===== config.mk =====
export PLATFORM = sky130hd
export DESIGN_NAME = serial_frame_loader
export DESIGN_NICKNAME = d
export VERILOG_FILES = /design/src/rtl/serial_frame_loader.sv
export SDC_FILE = /design/constraint.sdc
export NUM_CORES = 1
export LEC_CHECK = 0
export ABC_CLOCK_PERIOD_IN_PS = 1800
export BUFFER_PORTS_ARGS = -buffer_cell sky130_fd_sc_hd__buf_2
export CAP_MARGIN = 40
export CORE_UTILIZATION = 50
export CTS_BUF_LIST = sky130_fd_sc_hd__clkbuf_16
export CTS_CLUSTER_DIAMETER = 50
export CTS_CLUSTER_SIZE = 25
export DETAILED_ROUTE_END_ITERATION = 12
export GPL_ROUTABILITY_DRIVEN = 0
export PLACE_DENSITY = 0.8
export SLEW_MARGIN = 20
export SYNTH_ARGS = -nofsm -noshare
export SYNTH_HDL_FRONTEND = slang
export SYNTH_SLANG_ARGS = --single-unit
export TNS_END_PERCENT = 20

===== constraint.sdc =====
create_clock -name clk -period 1.8 [get_ports clk]
set_clock_uncertainty 0.15 [all_clocks]
set_input_delay 0.18 -clock clk [delete_from_list [all_inputs] [get_ports clk]]
set_output_delay 0.18 -clock clk [all_outputs]
set_load 0.01 [all_outputs]

===== src/rtl/serial_frame_loader.sv =====
// Bit-serial, odd-parity word loader feeding a downstream load-enabled register.
// Good frames update d and pulse load; bad or aborted frames leave d untouched.
module serial_frame_loader #(
    parameter int unsigned WIDTH = 16
) (
    input  logic             clk,
    input  logic             reset,
    input  logic             start,
    input  logic             bit_in,
    input  logic             bit_valid,
    output logic [WIDTH-1:0] d,
    output logic             load,
    output logic             busy,
    output logic             parity_err
);

    localparam int unsigned CntW = $clog2(WIDTH);
    localparam logic [CntW-1:0] LastCnt = CntW'(WIDTH - 1);

    typedef enum logic [1:0] {StIdle, StShift, StParity} state_e;

    state_e           state;
    logic [WIDTH-1:0] shreg;
    logic [CntW-1:0]  cnt;
    logic             par;

    always_ff @(posedge clk or negedge reset) begin
        if (!reset) begin
            state      <= StIdle;
            shreg      <= '0;
            cnt        <= '0;
            par        <= 1'b0;
            d          <= '0;
            load       <= 1'b0;
            busy       <= 1'b0;
            parity_err <= 1'b0;
        end else begin
            load       <= 1'b0;
            parity_err <= 1'b0;
            // start wins in every state: opens a frame or aborts the current one
            if (start) begin
                state <= StShift;
                cnt   <= '0;
                par   <= 1'b0;
                busy  <= 1'b1;
            end else begin
                unique case (state)
                    StIdle: begin
                        busy <= 1'b0;
                    end
                    StShift: begin
                        if (bit_valid) begin
                            shreg <= {shreg[WIDTH-2:0], bit_in};
                            par   <= par ^ bit_in;
                            cnt   <= cnt + 1'b1;
                            if (cnt == LastCnt) begin
                                state <= StParity;
                            end
                        end
                    end
                    StParity: begin
                        if (bit_valid) begin
                            if (par ^ bit_in) begin
                                d    <= shreg;
                                load <= 1'b1;
                            end else begin
                                parity_err <= 1'b1;
                            end
                            state <= StIdle;
                            busy  <= 1'b0;
                        end
                    end
                    default: begin
                        state <= StIdle;
                        busy  <= 1'b0;
                    end
                endcase
            end
        end
    end

endmodule

==> summary.md, run 1 <==
| Metric | Value |
|---|---|
| Area Overhead vs Synth | 17.9% |
| Max capacitance violation total | 0 |
| Crit path DAT | 1.71 ns |
| Fin. max-slew vios | 0 |
| Syn_nets | 118 |
| Crit path max-delay cell type | dfrtp_1 |
| Vias in the first global route | 968 |
| Yosys Warn Count | 0 |
| First-pass GRT wire length | 4.76 mm |
| WL final | 2.89 mm |
| Power per cell area | 1180 mW/mm^2 |
| DR vias | 945 |
| Tcrit/Tclk final | 94.4% |
| Antenna diodes | 0 |
| Initial Utilization | 52.2% |
| H-tree depth | 2 |
| Data required time of the critical path | 1.81 ns |
| Reg-to-Reg Start | state[0] |
| Hold-critical path depth | 2 |
| Sequential share of the synthesized area | 60.3% |
| Worst-path clk slew | 0.05 ns |
| Crit. path cell count | 4 |
| # resized after CTS | 0 |
| Clock Latency Late Sink | 0.28 ns |
| Final Util | 61.5% |
| Worst VDD drop | 704 uV |
| Fill count | 271 |
| Share of cells above drive strength 1 | 45.3% |
| Slowest stage delay, CP | 0.42 ns |
| Outcome | complete, no violations |
| RSZ-0062 raised after global routing | false |
| Final setup fails | 0 |
| Cells on worst reg2reg path | 4 |
| Die width | 61.0 um |
| Root buffer cell | clkbuf_16 |
| Syn Inst Count | 112 |
| Number of vias per cell | 5.11 |
| Routed Antenna Nets | 0 |
| Worst Hold Path EP | state[1] |
| Total track usage | 18.8% |
| Die Y-Extent | 61.0 um |
| Antenna violations before repair | 0 |
| Buf/Inv on CP | 1 |
| Rel. slew slack | 80.8% |
| Worst setup path class | reg -> reg |
| Crit end category | register |
| Worst slew pin tran | 0.287 ns |
| Final HPWL DP | 1.87 mm |
| Pleak | 1.06 nW |
| Nets@finish | 145 |
| Flop2flop setup slack | 0.10 ns |
| Maximum clock insertion buffer count | 2 |
| Syn_area_per_cell | 15.6 sq um |
| Die area | 0.00372 sq mm |
| Multi-input logic area | 617 sq um |
| Placed Cells incl. Taps | 177 |
| Critical path, cell by cell | nor2b_2 -> and3b_1 -> buf_12 -> mux2_2 |
| Setup TNS | 0 ns |
| IO Pins | 24 |
| Final Power | 0.00241 W |
| Yosys reg bits | 42 |
| Hold Startpoint | start |
| R2R Path End | shreg[0] |
| Clock sinks | 42 |
| Worst Setup Start Kind | register |
| Wire per inst | 15.6 um |
| Synthesized area | 0.00174 sq mm |
| Total congestion overflow | 0 |
| # Post-CTS Setup Buffers | 0 |
| Final hold violations | 0 |
| Core box area | 0.00334 sq mm |
| Hold_buf cts | 1 |
| Hold Path Class | in -> reg |
| DRT Pass-1 Iters | 4 |
| Netlist cell types | 28 |
| Largest net degree at the start of global routing | 43 |
| TritonCTS Buffers | 5 |
| CTS tree | built |
| Highest clock rate | 588 MHz |
| # DRC | 0 |
| Port bufs | 23 |
| Finished Layout Cells | 185 |
| Worst-path fanout max | 16 |
| Storage cell area | 0.00105 sq mm |
| Top delay family on crit path | simple AND/OR/NAND/NOR gates |
| Crit path time final | 1.70 ns |
| FP Rows | 21 |
| Initial DRC Count | 15 |
## logic make-up (layout without fill, tap and decap cells)
group | count (synthesis) | count (layout) | synth area share (%)
xor+xnor | 4 | 4 | 2.44
mux | 32 | 32 | 22.6
compound gates | 6 | 6 | 1.87
buf+inv | 7 | 34 | 4.24
fa+ha+maj | 1 | 1 | 0.718
flops | 42 | 42 | 60.3
simple gates | 20 | 20 | 7.76
## sequential cells by signal (all words and copies together) (netlist names)
name        flops
busy            1
cnt             4
d              16
load            1
par             1
parity_err      1
shreg          16
state           2
## synthesized netlist by cell type, drive strengths merged
library cell / instances / share of area, %
mux2: 32 / 23
nand3b: 1 / 0.43
buf: 6 / 4.0
a21oi: 3 / 0.86
ha: 1 / 0.72
nand4b: 2 / 1.0
nor3b: 1 / 0.43
xor2: 4 / 2.4
dfrtp: 42 / 60
nand3: 2 / 0.57
nor2: 5 / 1.1
nor2b: 1 / 0.50
nand2: 1 / 0.22
nand4bb: 1 / 0.65
and3b: 1 / 0.50
nand2b: 2 / 1.1
and4: 1 / 0.50
o21ai: 2 / 0.57
or3: 1 / 0.36
a21o: 1 / 0.43
inv: 1 / 0.22
nand4: 1 / 0.36
## layout by cell type (no fill, tap or decap), types with 3 or more instances in the layout
| cell type | n |
|---|---|
| a21oi_1 | 3 |
| buf_2 | 23 |
| clkbuf_16 | 5 |
| dfrtp_1 | 42 |
| mux2_1 | 3 |
| mux2_2 | 20 |
| mux2_4 | 9 |
| nor2_1 | 5 |
| xor2_1 | 3 |
## power breakdown
part           total (W)  switching (W)  internal (W)
Clock           0.000982       0.000341      0.000641
Sequential       0.00121       0.000114       0.00110
Combinational   0.000219      0.0000837      0.000136
Total            0.00241       0.000539       0.00187
## layer usage
| metal | track usage, % | wire length (um) |
|---|---|---|
| met5 | 0 | 0 |
| met4 | 7.47 | 34 |
| met3 | 6.93 | 134 |
| met2 | 30.3 | 1530 |
| met1 | 23.1 | 1190 |
## worst max path at each step
stage	from	endpoint	slack (ns)
4_1_cts	state[0]	shreg[0]	0.10
5_1_grt	state[0]	shreg[0]	0.04
2_1_floorplan	state[0]	shreg[10]	0.19
6_report	state[0]	shreg[0]	0.10
3_3_place_gp	state[0]	shreg[4]	0.21
3_5_place_dp	state[0]	shreg[12]	0.14
## stage by stage
step	hold slack, ns	cell area, sq um	setup slack, ns
floorplan	-0.266	1740	0.190
global placement	0.0110	1880	0.213
detailed placement	0.0193	1880	0.138
CTS	0.0345	2050	0.102
global route	0.0483	2050	0.0424
finish	0.0353	2050	0.100
## layout make-up
| class | instances | area share, % |
|---|---|---|
| clock buffer | 5 | 6.09 |
| clock inverter | 2 | 1.65 |
| inverter | 1 | 0.183 |
| multi-input combinational | 63 | 30.0 |
| sequential | 42 | 51.2 |
| tap | 46 | 2.80 |
| timing repair buffer | 26 | 8.04 |
Note: power is estimated with default switching activity, not from simulation.
==> inputs of run 2 (changes only) <==
--- a/config.mk
+++ b/config.mk
@@ -5,7 +5,7 @@
 export SDC_FILE = /design/constraint.sdc
 export NUM_CORES = 1
 export LEC_CHECK = 0
-export ABC_CLOCK_PERIOD_IN_PS = 1800
+export ABC_CLOCK_PERIOD_IN_PS = 1710
 export BUFFER_PORTS_ARGS = -buffer_cell sky130_fd_sc_hd__buf_2
 export CAP_MARGIN = 40
 export CORE_UTILIZATION = 50
==> constraint.sdc (replaced) <==
create_clock -name clk -period 1.71 [get_ports clk]
set_clock_uncertainty 0.15 [all_clocks]
set_input_delay 0.171 -clock clk [delete_from_list [all_inputs] [get_ports clk]]
set_output_delay 0.171 -clock clk [all_outputs]
set_load 0.01 [all_outputs]
==> summary.md, run 2 (same netlist as run 1, synthesis figures left out) <==
| Metric | Value |
|---|---|
| Outcome | complete, no violations |
| FP Rows | 21 |
| Flop2flop setup slack | 0.10 ns |
| H-tree depth | 2 |
| Core box area | 0.00334 sq mm |
| Number of vias per cell | 5.04 |
| Total track usage | 17.2% |
| Critical path, cell by cell | nor2b_4 -> and3b_1 -> buf_12 -> mux2_2 |
| Die Y-Extent | 61.0 um |
| Fin. max-slew vios | 0 |
| Root buffer cell | clkbuf_16 |
| Final HPWL DP | 1.78 mm |
| Nets@finish | 145 |
| Top delay family on crit path | simple AND/OR/NAND/NOR gates |
| Vias in the first global route | 888 |
| # Post-CTS Setup Buffers | 0 |
| Worst Setup Start Kind | register |
| Crit path max-delay cell type | dfrtp_1 |
| RSZ-0062 raised after global routing | false |
| Die width | 61.0 um |
| Antenna violations before repair | 0 |
| Crit path DAT | 1.62 ns |
| Initial DRC Count | 12 |
| Pleak | 1.07 nW |
| TritonCTS Buffers | 5 |
| Power per cell area | 1180 mW/mm^2 |
| Final Power | 0.00241 W |
| Port bufs | 23 |
| Area of placed instances | 0.00188 sq mm |
| Share of cells above drive strength 1 | 45.7% |
| Wire per inst | 14.2 um |
| Maximum clock insertion buffer count | 2 |
| Total congestion overflow | 0 |
| Worst-path fanout max | 16 |
| Setup TNS | 0 ns |
| Crit end category | register |
| Highest clock rate | 622 MHz |
| WL final | 2.65 mm |
| # DRC | 0 |
| IO Pins | 24 |
| Routed Antenna Nets | 0 |
| Antenna diodes | 0 |
| Final hold violations | 0 |
| Data required time of the critical path | 1.73 ns |
| Rel. slew slack | 72.5% |
| DRT Pass-1 Iters | 4 |
| Area Overhead vs Synth | 17.2% |
| CTS tree | built |
| Worst slew pin tran | 0.412 ns |
| Tcrit/Tclk final | 94.1% |
| Biggest regs | d (16), shreg (16), cnt (4) |
| Worst VDD drop | 576 uV |
| Max capacitance violation total | 0 |
| Most frequent cells in the layout | dfrtp_1, buf_2, mux2_2, mux2_4 |
| Buf/Inv on CP | 1 |
| Final setup fails | 0 |
| Fill count | 270 |
| Crit path time final | 1.61 ns |
| Setup slack after placement | 0.0747 ns |
| Slowest stage delay, CP | 0.41 ns |
| Hold Path Class | in -> reg |
| Cell area after layout | 0.00204 sq mm |
| Worst setup path class | reg -> reg |
| First-pass GRT wire length | 4.38 mm |
| DR vias | 938 |
| Clock sinks | 42 |
| Final Util | 61.2% |
| Worst-path clk slew | 0.06 ns |
| Most common cell after layout, fill and taps aside | dfrtp_1 |
| Clock Latency Late Sink | 0.28 ns |
| Initial Utilization | 52.2% |
| Largest net degree at the start of global routing | 26 |
| Die area | 0.00372 sq mm |
| Final setup margin | 0.101 ns |
==> run 2: cell count changes in the layout (fill, tap and decap cells not counted), sizes merged <==
cell    delta
bufinv     -1
clkinv     +1
inv        +1
==> run 2: power breakdown <==
part	switching [W]	internal [W]	total, W
Sequential	0.000122	0.00116	0.00128
Clock	0.000365	0.000534	0.000900
Combinational	0.0000868	0.000142	0.000229
==> run 2: per-layer routing <==
metal  share of wire (%)  global-route usage, %  up-vias
li1                    -                      -      441
met4                 2.0                   9.74        0
met3                 3.9                   5.04        8
met1                  44                   23.2      469
met2                  50                   25.0       20
met5                   0                      0        -
==> run 2: timing repair <==
action,CTS,global route
hold buffers,1,0
endpoints found under the setup margin,0,16
resized for setup,0,1
hold endpoints to repair,17,0
==> run 2: per-stage QoR <==
step / instances / hold slack (ns)
6_report: 186 / 0.0183
5_1_grt: 186 / 0.0286
4_1_cts: 186 / 0.00630
3_5_place_dp: 177 / -0.0216
3_3_place_gp: 177 / -0.0324
2_1_floorplan: 112 / -0.275
==> run 2: worst reg2reg max path: stages (launching register included) <==
cell and delay (ns):
dfrtp_1 0.41, nor2b_4 0.21, and3b_1 0.22, buf_12 0.16, mux2_2 0.35
==> run 2: area by class of cell <==
class                      count  area (sq um)  area share [%]
sequential                    42          1050            51.5
clock inverter                 3          17.5           0.858
multi-input combinational     63           622            30.5
tap                           46          57.6            2.82
timing repair buffer          26           165            8.09
clock buffer                   5           125            6.13
inverter                       1          3.75           0.184
==> run 2: path summary, 6_finish.rpt <==
kind | startpoint | to | depth (start not counted)
max reg2reg | state[0] | shreg[8] | 4
min reg2reg | d[13] | d[13] | 1
max | state[0] | shreg[8] | 4
min | start | cnt[3] | 2
min in group asynchronous | reset | d[11] | 2
max in group asynchronous | reset | busy | 3
==> inputs of run 3 (changes only) <==
--- a/config.mk
+++ b/config.mk
@@ -8,13 +8,14 @@
 export ABC_CLOCK_PERIOD_IN_PS = 1710
 export BUFFER_PORTS_ARGS = -buffer_cell sky130_fd_sc_hd__buf_2
 export CAP_MARGIN = 40
-export CORE_UTILIZATION = 50
+export CORE_ASPECT_RATIO = 1.2
+export CORE_UTILIZATION = 55
 export CTS_BUF_LIST = sky130_fd_sc_hd__clkbuf_16
 export CTS_CLUSTER_DIAMETER = 50
 export CTS_CLUSTER_SIZE = 25
 export DETAILED_ROUTE_END_ITERATION = 12
 export GPL_ROUTABILITY_DRIVEN = 0
-export PLACE_DENSITY = 0.8
+export PLACE_DENSITY = 0.86
 export SLEW_MARGIN = 20
 export SYNTH_ARGS = -nofsm -noshare
 export SYNTH_HDL_FRONTEND = slang
==> summary.md, run 3 (same netlist as run 1, synthesis figures left out) <==
| Metric | Value |
|---|---|
| Outcome | complete, no violations |
| Hold Path Class | in -> reg |
| Number of vias per cell | 5.35 |
| Final HPWL DP | 1.84 mm |
| Worst VDD drop | 878 uV |
| Pleak | 1.07 nW |
| Fin. max-slew vios | 0 |
| Worst-path clk slew | 0.06 ns |
| Die Y-Extent | 63.6 um |
| Crit end category | register |
| Area Overhead vs Synth | 17.2% |
| Routed Antenna Nets | 0 |
| CTS tree | built |
| Top delay family on crit path | simple AND/OR/NAND/NOR gates |
| Most common cell after layout, fill and taps aside | dfrtp_1 |
| Total congestion overflow | 0 |
| Clock Latency Late Sink | 0.28 ns |
| Largest net degree at the start of global routing | 24 |
| # DRC | 0 |
| Final hold violations | 0 |
| Port bufs | 23 |
| FP Rows | 22 |
| IO Pins | 24 |
| Cells on worst reg2reg path | 4 |
| First-pass GRT wire length | 4.35 mm |
| Die width | 53.4 um |
| Data required time of the critical path | 1.72 ns |
| Finished Layout Cells | 176 |
| Wire per inst | 14.9 um |
| Maximum clock insertion buffer count | 2 |
| Most frequent cells in the layout | dfrtp_1, buf_2, mux2_2, mux2_4 |
| Max capacitance violation total | 0 |
| Worst slew pin tran | 0.427 ns |
| Placed Cells incl. Taps | 167 |
| Initial Utilization | 57.5% |
| DR vias | 942 |
| Vias in the first global route | 987 |
| Critical path, cell by cell | nor2b_4 -> and3b_1 -> buf_12 -> mux2_2 |
| RSZ-0062 raised after global routing | false |
| Worst Setup Start Kind | register |
| Total track usage | 18.2% |
| Buf/Inv on CP | 1 |
| Highest clock rate | 611 MHz |
| Clock sinks | 42 |
| Hold-critical path depth | 2 |
| Hold Startpoint | start |
| Antenna diodes | 0 |
| Nets@finish | 145 |
| Root buffer cell | clkbuf_16 |
| Worst setup path class | reg -> reg |
| Final setup fails | 0 |
| Slowest stage delay, CP | 0.42 ns |
| Setup TNS | 0 ns |
| Setup slack after placement | 0.0543 ns |
| H-tree depth | 2 |
| Worst Hold Path EP | cnt[1] |
| TritonCTS Buffers | 5 |
| Core box area | 0.00303 sq mm |
| # Post-CTS Setup Buffers | 0 |
| Antenna violations before repair | 0 |
| DRT Pass-1 Iters | 3 |
| Crit path DAT | 1.64 ns |
| Final setup margin | 0.0723 ns |
| Rel. slew slack | 71.6% |
| WL final | 2.63 mm |
| Initial DRC Count | 11 |
| R2R Path End | shreg[13] |
| Crit path max-delay cell type | dfrtp_1 |
| Flop2flop setup slack | 0.07 ns |
| Power per cell area | 1240 mW/mm^2 |
| Crit path time final | 1.64 ns |
| Share of cells above drive strength 1 | 45.7% |
| Hold_ws | 0.0246 ns |
| Fill count | 218 |
| Reg-to-Reg Start | state[0] |
| Tcrit/Tclk final | 95.8% |
| Worst-path fanout max | 16 |
| Multi-input logic area | 622 sq um |
| Die area | 0.00340 sq mm |
| Biggest regs | d (16), shreg (16), cnt (4) |
| Storage cell area | 0.00105 sq mm |
[run 3: cell count changes in the layout (fill, tap and decap cells not counted)]
cell,before,now
clkinvlp_4,0,1
buf_4,0,1
bufinv_16,0,1
buf_12,2,1
clkinv_2,1,0
clkinv_4,1,0
[run 3: layout make-up]
type / instances / share of cell area (%)
clock buffers: 5 / 6.13
clock inverters: 3 / 2.02
inverters: 1 / 0.184
multi-input cells: 63 / 30.5
flip-flops and latches: 42 / 51.5
well taps: 36 / 2.21
repair buffers: 26 / 7.48
[run 3: worst max-delay path by stage]
stage                     depth (start not counted)         to      from
after floorplan                                   5  shreg[10]  state[0]
after global placement                            4  shreg[14]  state[0]
after detailed placement                          4   shreg[9]  state[0]
after CTS                                         4  shreg[13]  state[0]
after global routing                              4  shreg[13]  state[0]
final                                             4  shreg[13]  state[0]
[run 3: stage by stage]
stage,power (W),area [sq um],util [%]
final,0.00253,2040,67.4
after global routing,0.00266,2040,67.4
after global placement,0.00149,1860,61.4
after detailed placement,0.00152,1860,61.4
after floorplan,0.00143,1740,-
after CTS,0.00257,2040,67.2
[run 3: power breakdown]
part / total, W / internal, W / switching (W)
Clock: 0.00104 / 0.000682 / 0.000353
Combinational: 0.000225 / 0.000139 / 0.0000856
Sequential: 0.00127 / 0.00116 / 0.000119
[run 3: what timing repair did]
action / in CTS / in global routing
gates resized for setup: 0 / 1
endpoints found under the hold margin: 19 / 0
endpoints found under the setup margin: 0 / 14
hold buffers: 1 / 0
[run 3: routing by layer]
metal	GRT usage (%)	wire [um]	up-vias
li1	-	-	448
met1	21.6	1130	471
met2	28.7	1370	19
met3	5.80	77	4
met4	8.88	48	0
met5	0	0	-
